===== config.mk =====
export PLATFORM = sky130hd
export DESIGN_NAME = cp0_regfile_gen
export DESIGN_NICKNAME = d
export VERILOG_FILES = /design/src/rtl/cp0_regfile_gen.sv
export SDC_FILE = /design/constraint.sdc
export NUM_CORES = 1
export LEC_CHECK = 0
export ABC_AREA = 1
export BUFFER_PORTS_ARGS = -buffer_cell sky130_fd_sc_hd__buf_4
export CAP_MARGIN = 15
export CORE_AREA = 2 2 186 188
export DETAILED_ROUTE_END_ITERATION = 8
export DIE_AREA = 0 0 188 190
export PLACE_DENSITY_LB_ADDON = 0.12
export SLEW_MARGIN = 25
export SYNTH_ARGS = -nofsm -noshare
export SYNTH_HDL_FRONTEND = slang
export SYNTH_SLANG_ARGS = --single-unit

===== constraint.sdc =====
create_clock -name clk -period 6.15 [get_ports clk]
set_clock_uncertainty 0.1 [all_clocks]
set_input_delay 0.3075 -clock clk [delete_from_list [all_inputs] [get_ports clk]]
set_output_delay 0.3075 -clock clk [all_outputs]
set_load 0.02 [all_outputs]

===== src/rtl/cp0_regfile_gen.sv =====
// CP0 register file: BadVAddr, Count/Compare timer with prescaler, Status, Cause, EPC,
// PRId and Config. Written from MEM/WB (mtc0, exception/eret commit), read from EX (mfc0).
module cp0_regfile_gen #(
  parameter int          NUM_HW_INT = 6,
  parameter int          COUNT_DIV  = 2,
  parameter logic [31:0] PRID_VAL   = 32'h004C0102,
  parameter logic [31:0] CONFIG_VAL = 32'h00008000
) (
  input  logic                  clk,
  input  logic                  rst,
  input  logic [4:0]            i_raddr,
  output logic [31:0]           o_rdata,
  input  logic                  i_we,
  input  logic [4:0]            i_waddr,
  input  logic [31:0]           i_wdata,
  input  logic [NUM_HW_INT-1:0] i_hw_int,
  input  logic                  i_exc_valid,
  input  logic [4:0]            i_exc_code,
  input  logic [31:0]           i_exc_pc,
  input  logic                  i_exc_bd,
  input  logic [31:0]           i_badvaddr,
  input  logic                  i_eret,
  output logic [31:0]           o_status,
  output logic [31:0]           o_cause,
  output logic [31:0]           o_epc,
  output logic                  o_timer_int,
  output logic                  o_int_req
);

  localparam int            PW           = (COUNT_DIV > 1) ? $clog2(COUNT_DIV) : 1;
  localparam logic [PW-1:0] PRESC_MAX    = PW'(COUNT_DIV - 1);
  localparam logic [31:0]   STATUS_RST   = 32'h1000_0000;
  localparam logic [31:0]   STATUS_WMASK = 32'h1000_FF03;

  localparam logic [4:0] A_BADVADDR = 5'd8;
  localparam logic [4:0] A_COUNT    = 5'd9;
  localparam logic [4:0] A_COMPARE  = 5'd11;
  localparam logic [4:0] A_STATUS   = 5'd12;
  localparam logic [4:0] A_CAUSE    = 5'd13;
  localparam logic [4:0] A_EPC      = 5'd14;
  localparam logic [4:0] A_PRID     = 5'd15;
  localparam logic [4:0] A_CONFIG   = 5'd16;

  logic [31:0]   badvaddr_q, count_q, compare_q, status_q, cause_q, epc_q;
  logic [PW-1:0] presc_q;
  logic          timer_q;

  logic        wr_ok, wr_count, wr_compare, wr_status, wr_cause, wr_epc;
  logic        tick, timer_match, exl, bad_addr_exc;
  logic [31:0] count_inc;
  logic [5:0]  ip_next;

  // An exception or eret in the same cycle drops the mtc0 completely.
  assign wr_ok      = i_we & ~i_exc_valid & ~i_eret;
  assign wr_count   = wr_ok & (i_waddr == A_COUNT);
  assign wr_compare = wr_ok & (i_waddr == A_COMPARE);
  assign wr_status  = wr_ok & (i_waddr == A_STATUS);
  assign wr_cause   = wr_ok & (i_waddr == A_CAUSE);
  assign wr_epc     = wr_ok & (i_waddr == A_EPC);

  assign exl          = status_q[1];
  assign tick         = (presc_q == PRESC_MAX);
  assign count_inc    = count_q + 32'd1;
  assign timer_match  = tick & ~wr_count & (count_inc == compare_q) & (compare_q != 32'd0);
  assign bad_addr_exc = (i_exc_code == 5'd4) | (i_exc_code == 5'd5);

  always_comb begin
    ip_next                 = 6'd0;
    ip_next[NUM_HW_INT-1:0] = i_hw_int;
    ip_next[5]              = ip_next[5] | timer_q;
  end

  always_ff @(posedge clk or posedge rst) begin
    if (rst)           presc_q <= '0;
    else if (wr_count) presc_q <= '0;
    else if (tick)     presc_q <= '0;
    else               presc_q <= presc_q + PW'(1);
  end

  always_ff @(posedge clk or posedge rst) begin
    if (rst)           count_q <= 32'd0;
    else if (wr_count) count_q <= i_wdata;
    else if (tick)     count_q <= count_inc;
  end

  always_ff @(posedge clk or posedge rst) begin
    if (rst)             compare_q <= 32'd0;
    else if (wr_compare) compare_q <= i_wdata;
  end

  // Sticky until software rewrites Compare.
  always_ff @(posedge clk or posedge rst) begin
    if (rst)              timer_q <= 1'b0;
    else if (wr_compare)  timer_q <= 1'b0;
    else if (timer_match) timer_q <= 1'b1;
  end

  always_ff @(posedge clk or posedge rst) begin
    if (rst)              status_q    <= STATUS_RST;
    else if (i_exc_valid) status_q[1] <= 1'b1;
    else if (i_eret)      status_q[1] <= 1'b0;
    else if (wr_status)   status_q    <= (status_q & ~STATUS_WMASK) | (i_wdata & STATUS_WMASK);
  end

  // IP[7:2] are resampled every cycle regardless of any commit.
  always_ff @(posedge clk or posedge rst) begin
    if (rst) begin
      cause_q <= 32'd0;
    end else begin
      cause_q[15:10] <= ip_next;
      if (i_exc_valid) begin
        cause_q[6:2] <= i_exc_code;
        if (!exl) cause_q[31] <= i_exc_bd;
      end else if (wr_cause) begin
        cause_q[9:8] <= i_wdata[9:8];
      end
    end
  end

  // Nested exceptions keep the original return address.
  always_ff @(posedge clk or posedge rst) begin
    if (rst)                    epc_q <= 32'd0;
    else if (i_exc_valid) begin
      if (!exl)                 epc_q <= i_exc_bd ? (i_exc_pc - 32'd4) : i_exc_pc;
    end else if (wr_epc)        epc_q <= i_wdata;
  end

  always_ff @(posedge clk or posedge rst) begin
    if (rst)                               badvaddr_q <= 32'd0;
    else if (i_exc_valid && bad_addr_exc)  badvaddr_q <= i_badvaddr;
  end

  always_comb begin
    o_rdata = 32'd0;
    case (i_raddr)
      A_BADVADDR: o_rdata = badvaddr_q;
      A_COUNT:    o_rdata = count_q;
      A_COMPARE:  o_rdata = compare_q;
      A_STATUS:   o_rdata = status_q;
      A_CAUSE:    o_rdata = cause_q;
      A_EPC:      o_rdata = epc_q;
      A_PRID:     o_rdata = PRID_VAL;
      A_CONFIG:   o_rdata = CONFIG_VAL;
      default:    o_rdata = 32'd0;
    endcase
  end

  assign o_status    = status_q;
  assign o_cause     = cause_q;
  assign o_epc       = epc_q;
  assign o_timer_int = timer_q;
  assign o_int_req   = status_q[0] & ~status_q[1] & (|(cause_q[15:8] & status_q[15:8]));

endmodule


======== Yosys cells after proc, flatten, opt, wreduce, memory -nomap -nowiden ========
Cells that the tools add are included.
cells by class
  equal/unequal tests ..................... 17
  bitwise gates (word level) .............. 20
  mux-type cells .......................... 14
  reduce and logical (&&, ||, !) cells .... 11
  add/subtract/negate cells ............... 3
operator list
  kind                                                                   count
  32-bit one-hot mux with 8 select lines                                 1
  32-bit 2-to-1 mux                                                      6
  5-bit by 4-bit == test with 1-bit output (second input constant)       12
  32-bit by 1-bit adder with 32-bit output (second input constant)       1
  32-bit == test                                                         1
  32-bit by 29-bit bitwise OR with 32-bit output                         1
  32-bit nonzero test                                                    1
  32-bit by 3-bit subtractor with 32-bit output (second input constant)  1
  1-bit bitwise AND                                                      12
  5-bit by 3-bit == test with 1-bit output (second input constant)       2
  8-bit bitwise AND                                                      1
  8-bit OR reduction                                                     1
  1-bit 2-to-1 mux                                                       6
  2-bit AND reduction                                                    3
  2-bit nonzero test                                                     3
  5-bit == test (second input constant)                                  1
  1-bit NOT                                                              4
  3-bit AND reduction                                                    1
  3-bit nonzero test                                                     1
  2-bit 2-to-1 mux                                                       1
  2-bit inequality test (second input constant)                          1
  1-bit bitwise OR                                                       2
  1-bit adder (second input constant)                                    1
  1-bit logical AND                                                      1
storage, ports and cells
  output and inout bits ................... 130
  logic and storage cells ................. 77
  flip-flop bits (word level) ............. 176
  input port bits ......................... 123

======== Longest topological paths before layout ========
  word-level depth ........................ 10
  gate-level depth with buffers ........... 15
  gate-level depth less buffers ........... 15

======== Least setup slack after synthesis ========
No wires, ideal clock.
  path type ............................... input to output
  from .................................... input i_raddr[0]
  to ...................................... output o_rdata[16]
  path slack .............................. 3988 ps
  data required time ...................... 5742 ps
  buffers on the path ..................... 3
  cell stages on the path ................. 9
  data arrival time ....................... 1754 ps
  cells stage by stage .................... clkbuf_1 -> inv_1 -> nor2_1 -> inv_1 -> nor2_1 -> inv_1 -> clkbuf_1 -> clkbuf_1 -> o2111ai_1
on the way
  word-level cells in the longest chain between the ends .. 2
  elaborated cells between the ends (all ways) .. 9
  classes of those cells .................. eq/ne (8); mux (1)
RTL lines
  element                                                                    RTL line  RTL
  start: declaration                                                         11        input logic [4:0] i_raddr,
  5-bit == test or 5-bit by 4-bit == test with 1-bit output (tied branches)  135       case (i_raddr)
  32-bit one-hot mux with 8 select lines *                                   135
  end: declaration                                                           12        output logic [31:0] o_rdata,
Every way passes the cells marked *; elsewhere a longest branch is shown, timed or not.

======== Final worst setup path ========
  from .................................... input i_exc_valid
  to ...................................... register epc_q[16], in the netlist o_epc[16]
on the way
  word-level cells in the longest chain between the ends .. 6
  elaborated cells between the ends (all ways) .. 8
  classes of those cells .................. eq/ne (1); mux (1); bitwise (4); reduce/logical (2)
RTL lines
  element                          RTL line  RTL
  start: declaration               17        input logic i_exc_valid,
  1-bit NOT (no line)              --
  1-bit bitwise AND (2 in series)  54        assign wr_ok = i_we & ~i_exc_valid & ~i_eret;
  1-bit bitwise AND                59        assign wr_epc = wr_ok & (i_waddr == A_EPC);
  2-bit nonzero test (no line)     --
  2-bit AND reduction (no line)    --
  end signal: assignment           124       if (!exl) epc_q <= i_exc_bd ? (i_exc_pc - 32'd4) : i_exc_pc;
  end signal: assignment           125       end else if (wr_epc) epc_q <= i_wdata;
  end: declaration                 44        logic [31:0] badvaddr_q, count_q, compare_q, status_q, cause_q, epc_q;
Several ways; a longest one is shown, not always the timed one.
A chain may end at the register's enable or synchronous reset.

==> qor.csv <==
metric,value,unit
max_freq,0.325,GHz
rsz0062_at_grt,no,
ys_seq_elements,155,
postSynth.asyncResetShare,1.00,
ys.flop_type,dfrtp_1,
grt_usage,0.245,
cap_violations,0,
cts_buffer_depth,2,
antenna_found_initial,2,
fp-row-count,68,
synth_cells,1412,
wl_per_cell,20.7,microns
period_needed,3.07,ns
dpl.cell_count,2042,
die_w,188,microns
htree_levels,4,
final_nets,1752,
die-area,35700,sq um
drive_gt1_frac,0.191,
syn_to_final_growth,27.3,%
worstHoldPathType,input pin to register,
cts.repair.resized,0,
io_pins,253,
fin_setup_tns,0,ns
hpwl,34100,microns
p_int,0.00226,W
synth_cell_types,47,
drt_pass1_iterations,5,
worst-slew-pin-transition,1.03,ns
gp_congestion,0.911,
clock-root-buffer,clkbuf_16,
ys_warn_count,18,
routed_wl,43400,microns
p_seq_frac,0.394,
drtAntennaViolNets,0,
p_switching,0.00150,W
power_frac_comb,0.317,
n_fill_cell,3679,
power_density,296,nW/um^2
post-route-period-util,0.500,
grt_pass1_vias,10200,
synth_seq_area_share,0.389,
cp.required,6.37,ns
cts_tree,yes,
vdd_drop_max,184,uV
drt_iter0_drc,907,
start_util,0.294,
path_clk_slew,0.07,ns
cts_num_sinks,155,
grt_pass1_wl,65200,microns
start_kind,input pin,
via_count,10500,
setup_viol,0,
slew_headroom,0.314,
clk_latency,0.43,ns
yosysTopAreaCell,dfrtp_1,
viasPerCell,5.01,
numPortBuffers,213,
syn-cell-area,9980,sq um
cp_max_fo,41,
regArea,3880,sq um
drc_errors,0,
cp-end-kind,register,
grt_start_max_net_pins,102,
synth-edff-count,0,
leakage,6.16,nW
status,finished clean,
multiInputGateArea,5130,sq um
core,33900,sq um
cts_buffers,17,
drv_slew,0,
avgSynthCellArea,7.07,sq um
synth_top_area_frac,0.386,
final_cell_count_no_fill,2095,
worst-setup-path-type,input pin to register,
pwr-share-clk,0.289,
switching_share,0.398,
grt-ovfl-total,0,
crit_arrival,3.29,ns
die_h,190,microns
finalHoldViolations,0,
synth.area.top_cells,"dfrtp_1 39%, nand2_1 16%, inv_1 6.3%",
power by group through the flow:
| stage | Clock (W) | Sequential (W) | Combinational, W |
|---|---|---|---|
| floorplan | 0 | 0.00145 | 0.000721 |
| global placement | 0 | 0.00149 | 0.00117 |
| detailed placement | 0 | 0.00149 | 0.00118 |
| CTS | 0.00111 | 0.00148 | 0.00119 |
| global route | 0.00115 | 0.00151 | 0.00134 |
| finish | 0.00108 | 0.00148 | 0.00119 |
path summary, 6_finish.rpt:
| check | end | depth (start not counted) | slack [ns] | startpoint |
|---|---|---|---|---|
| worst max-delay path | o_epc[16]$_DFFE_PP0P_ | 9 | 3.08 | i_exc_valid |
| worst min-delay path | o_cause[5]$_DFFE_PP0P_ | 3 | 0.01 | i_exc_code[3] |
| worst max register to register | o_epc[16]$_DFFE_PP0P_ | 7 | 3.24 | o_status[1]$_DFFE_PP0P_ |
| worst min register to register | presc_q$_DFF_PP0_ | 1 | 0.34 | presc_q$_DFF_PP0_ |
| max in group asynchronous | badvaddr_q[0]$_DFFE_PP0P_ | 4 | 4.17 | rst |
| min in group asynchronous | o_cause[5]$_DFFE_PP0P_ | 3 | 0.44 | rst |
area by class of cell:
class | count | area share
Antenna cell | 1 | 0.000197
Clock buffer | 17 | 0.0335
Sequential cell | 155 | 0.305
Inverter | 174 | 0.0520
Timing Repair Buffer | 243 | 0.148
Multi-Input combinational cell | 1036 | 0.404
Clock inverter | 14 | 0.0127
Tap cell | 455 | 0.0448
worst max-delay path, stage by stage:
cell and delay (ns):
buf_4 0.35, inv_2 0.37, or2_2 0.40, nand2_1 0.61, inv_1 0.48, buf_4 0.36
a21oi_1 0.15, o21ai_0 0.09, o21a_1 0.13
per-stage QoR:
step	utilization	setup WS (ns)	instance area (sq um)	power (W)	hold slack, ns
after CTS	0.374	3.10	12700	0.00378	0.000604
after global placement	0.350	2.78	11900	0.00266	0.318
final	0.374	3.08	12700	0.00376	0.0137
after detailed placement	0.351	2.66	11900	0.00267	0.318
after global routing	0.374	2.84	12700	0.00400	0.00462
after floorplan	-	1.57	10100	0.00217	0.239
per-layer routing:
metal / global-route usage / routed length, microns / up-vias
li1: - / - / 4985
met1: 0.339 / 19900 / 5066
met2: 0.395 / 20000 / 398
met3: 0.0422 / 2730 / 50
met4: 0.0681 / 874 / 0
met5: 0 / 0 / -
layout by cell type (no fill, tap or decap), types with 14 or more instances in the layout:
master / instances
clkbuf_16: 17
nor2_1: 143
conb_1: 39
o221ai_1: 33
dlygate4sd3_1: 21
buf_4: 222
dfrtp_1: 154
nand4_1: 15
o22ai_1: 14
nand2_1: 426
a21oi_1: 44
mux2_2: 17
nand3_1: 78
xor2_1: 15
o21ai_0: 86
o2111ai_1: 18
inv_1: 165
cells in the mapped netlist (11+ instances only):
master,instances
xor2_1,15
buf_4,39
nand4_1,15
o211ai_1,11
o2111ai_1,18
dfrtp_1,154
o22ai_1,14
o21ai_0,86
a22oi_1,11
inv_1,167
nand2_1,427
o221ai_1,33
nand3b_1,12
a21oi_1,44
nor2_1,144
clkbuf_1,40
mux2_2,17
nand3_1,78
cell families after synthesis:
| family | count (synthesis) | synth area share |
|---|---|---|
| simple gates | 717 | 0.305 |
| xor+xnor | 21 | 0.0184 |
| buf+inv | 259 | 0.112 |
| mux | 17 | 0.0192 |
| fa+ha+maj | 2 | 0.00251 |
| compound gates | 240 | 0.153 |
| other cells | 1 | 0.000376 |
| flops | 155 | 0.389 |
state kept, by name, summed over array words and instances, names as in the netlist:
name	flops
badvaddr_q	32
count_q	32
presc_q	1
o_timer_int	1
o_status	11
compare_q	32
o_epc	32
o_cause	14
what timing repair did:
item,CTS,global route
buffers inserted,0,0
endpoints found under the hold margin,20,38
hold buffers,20,1
Power figures use the tool's default switching activity.
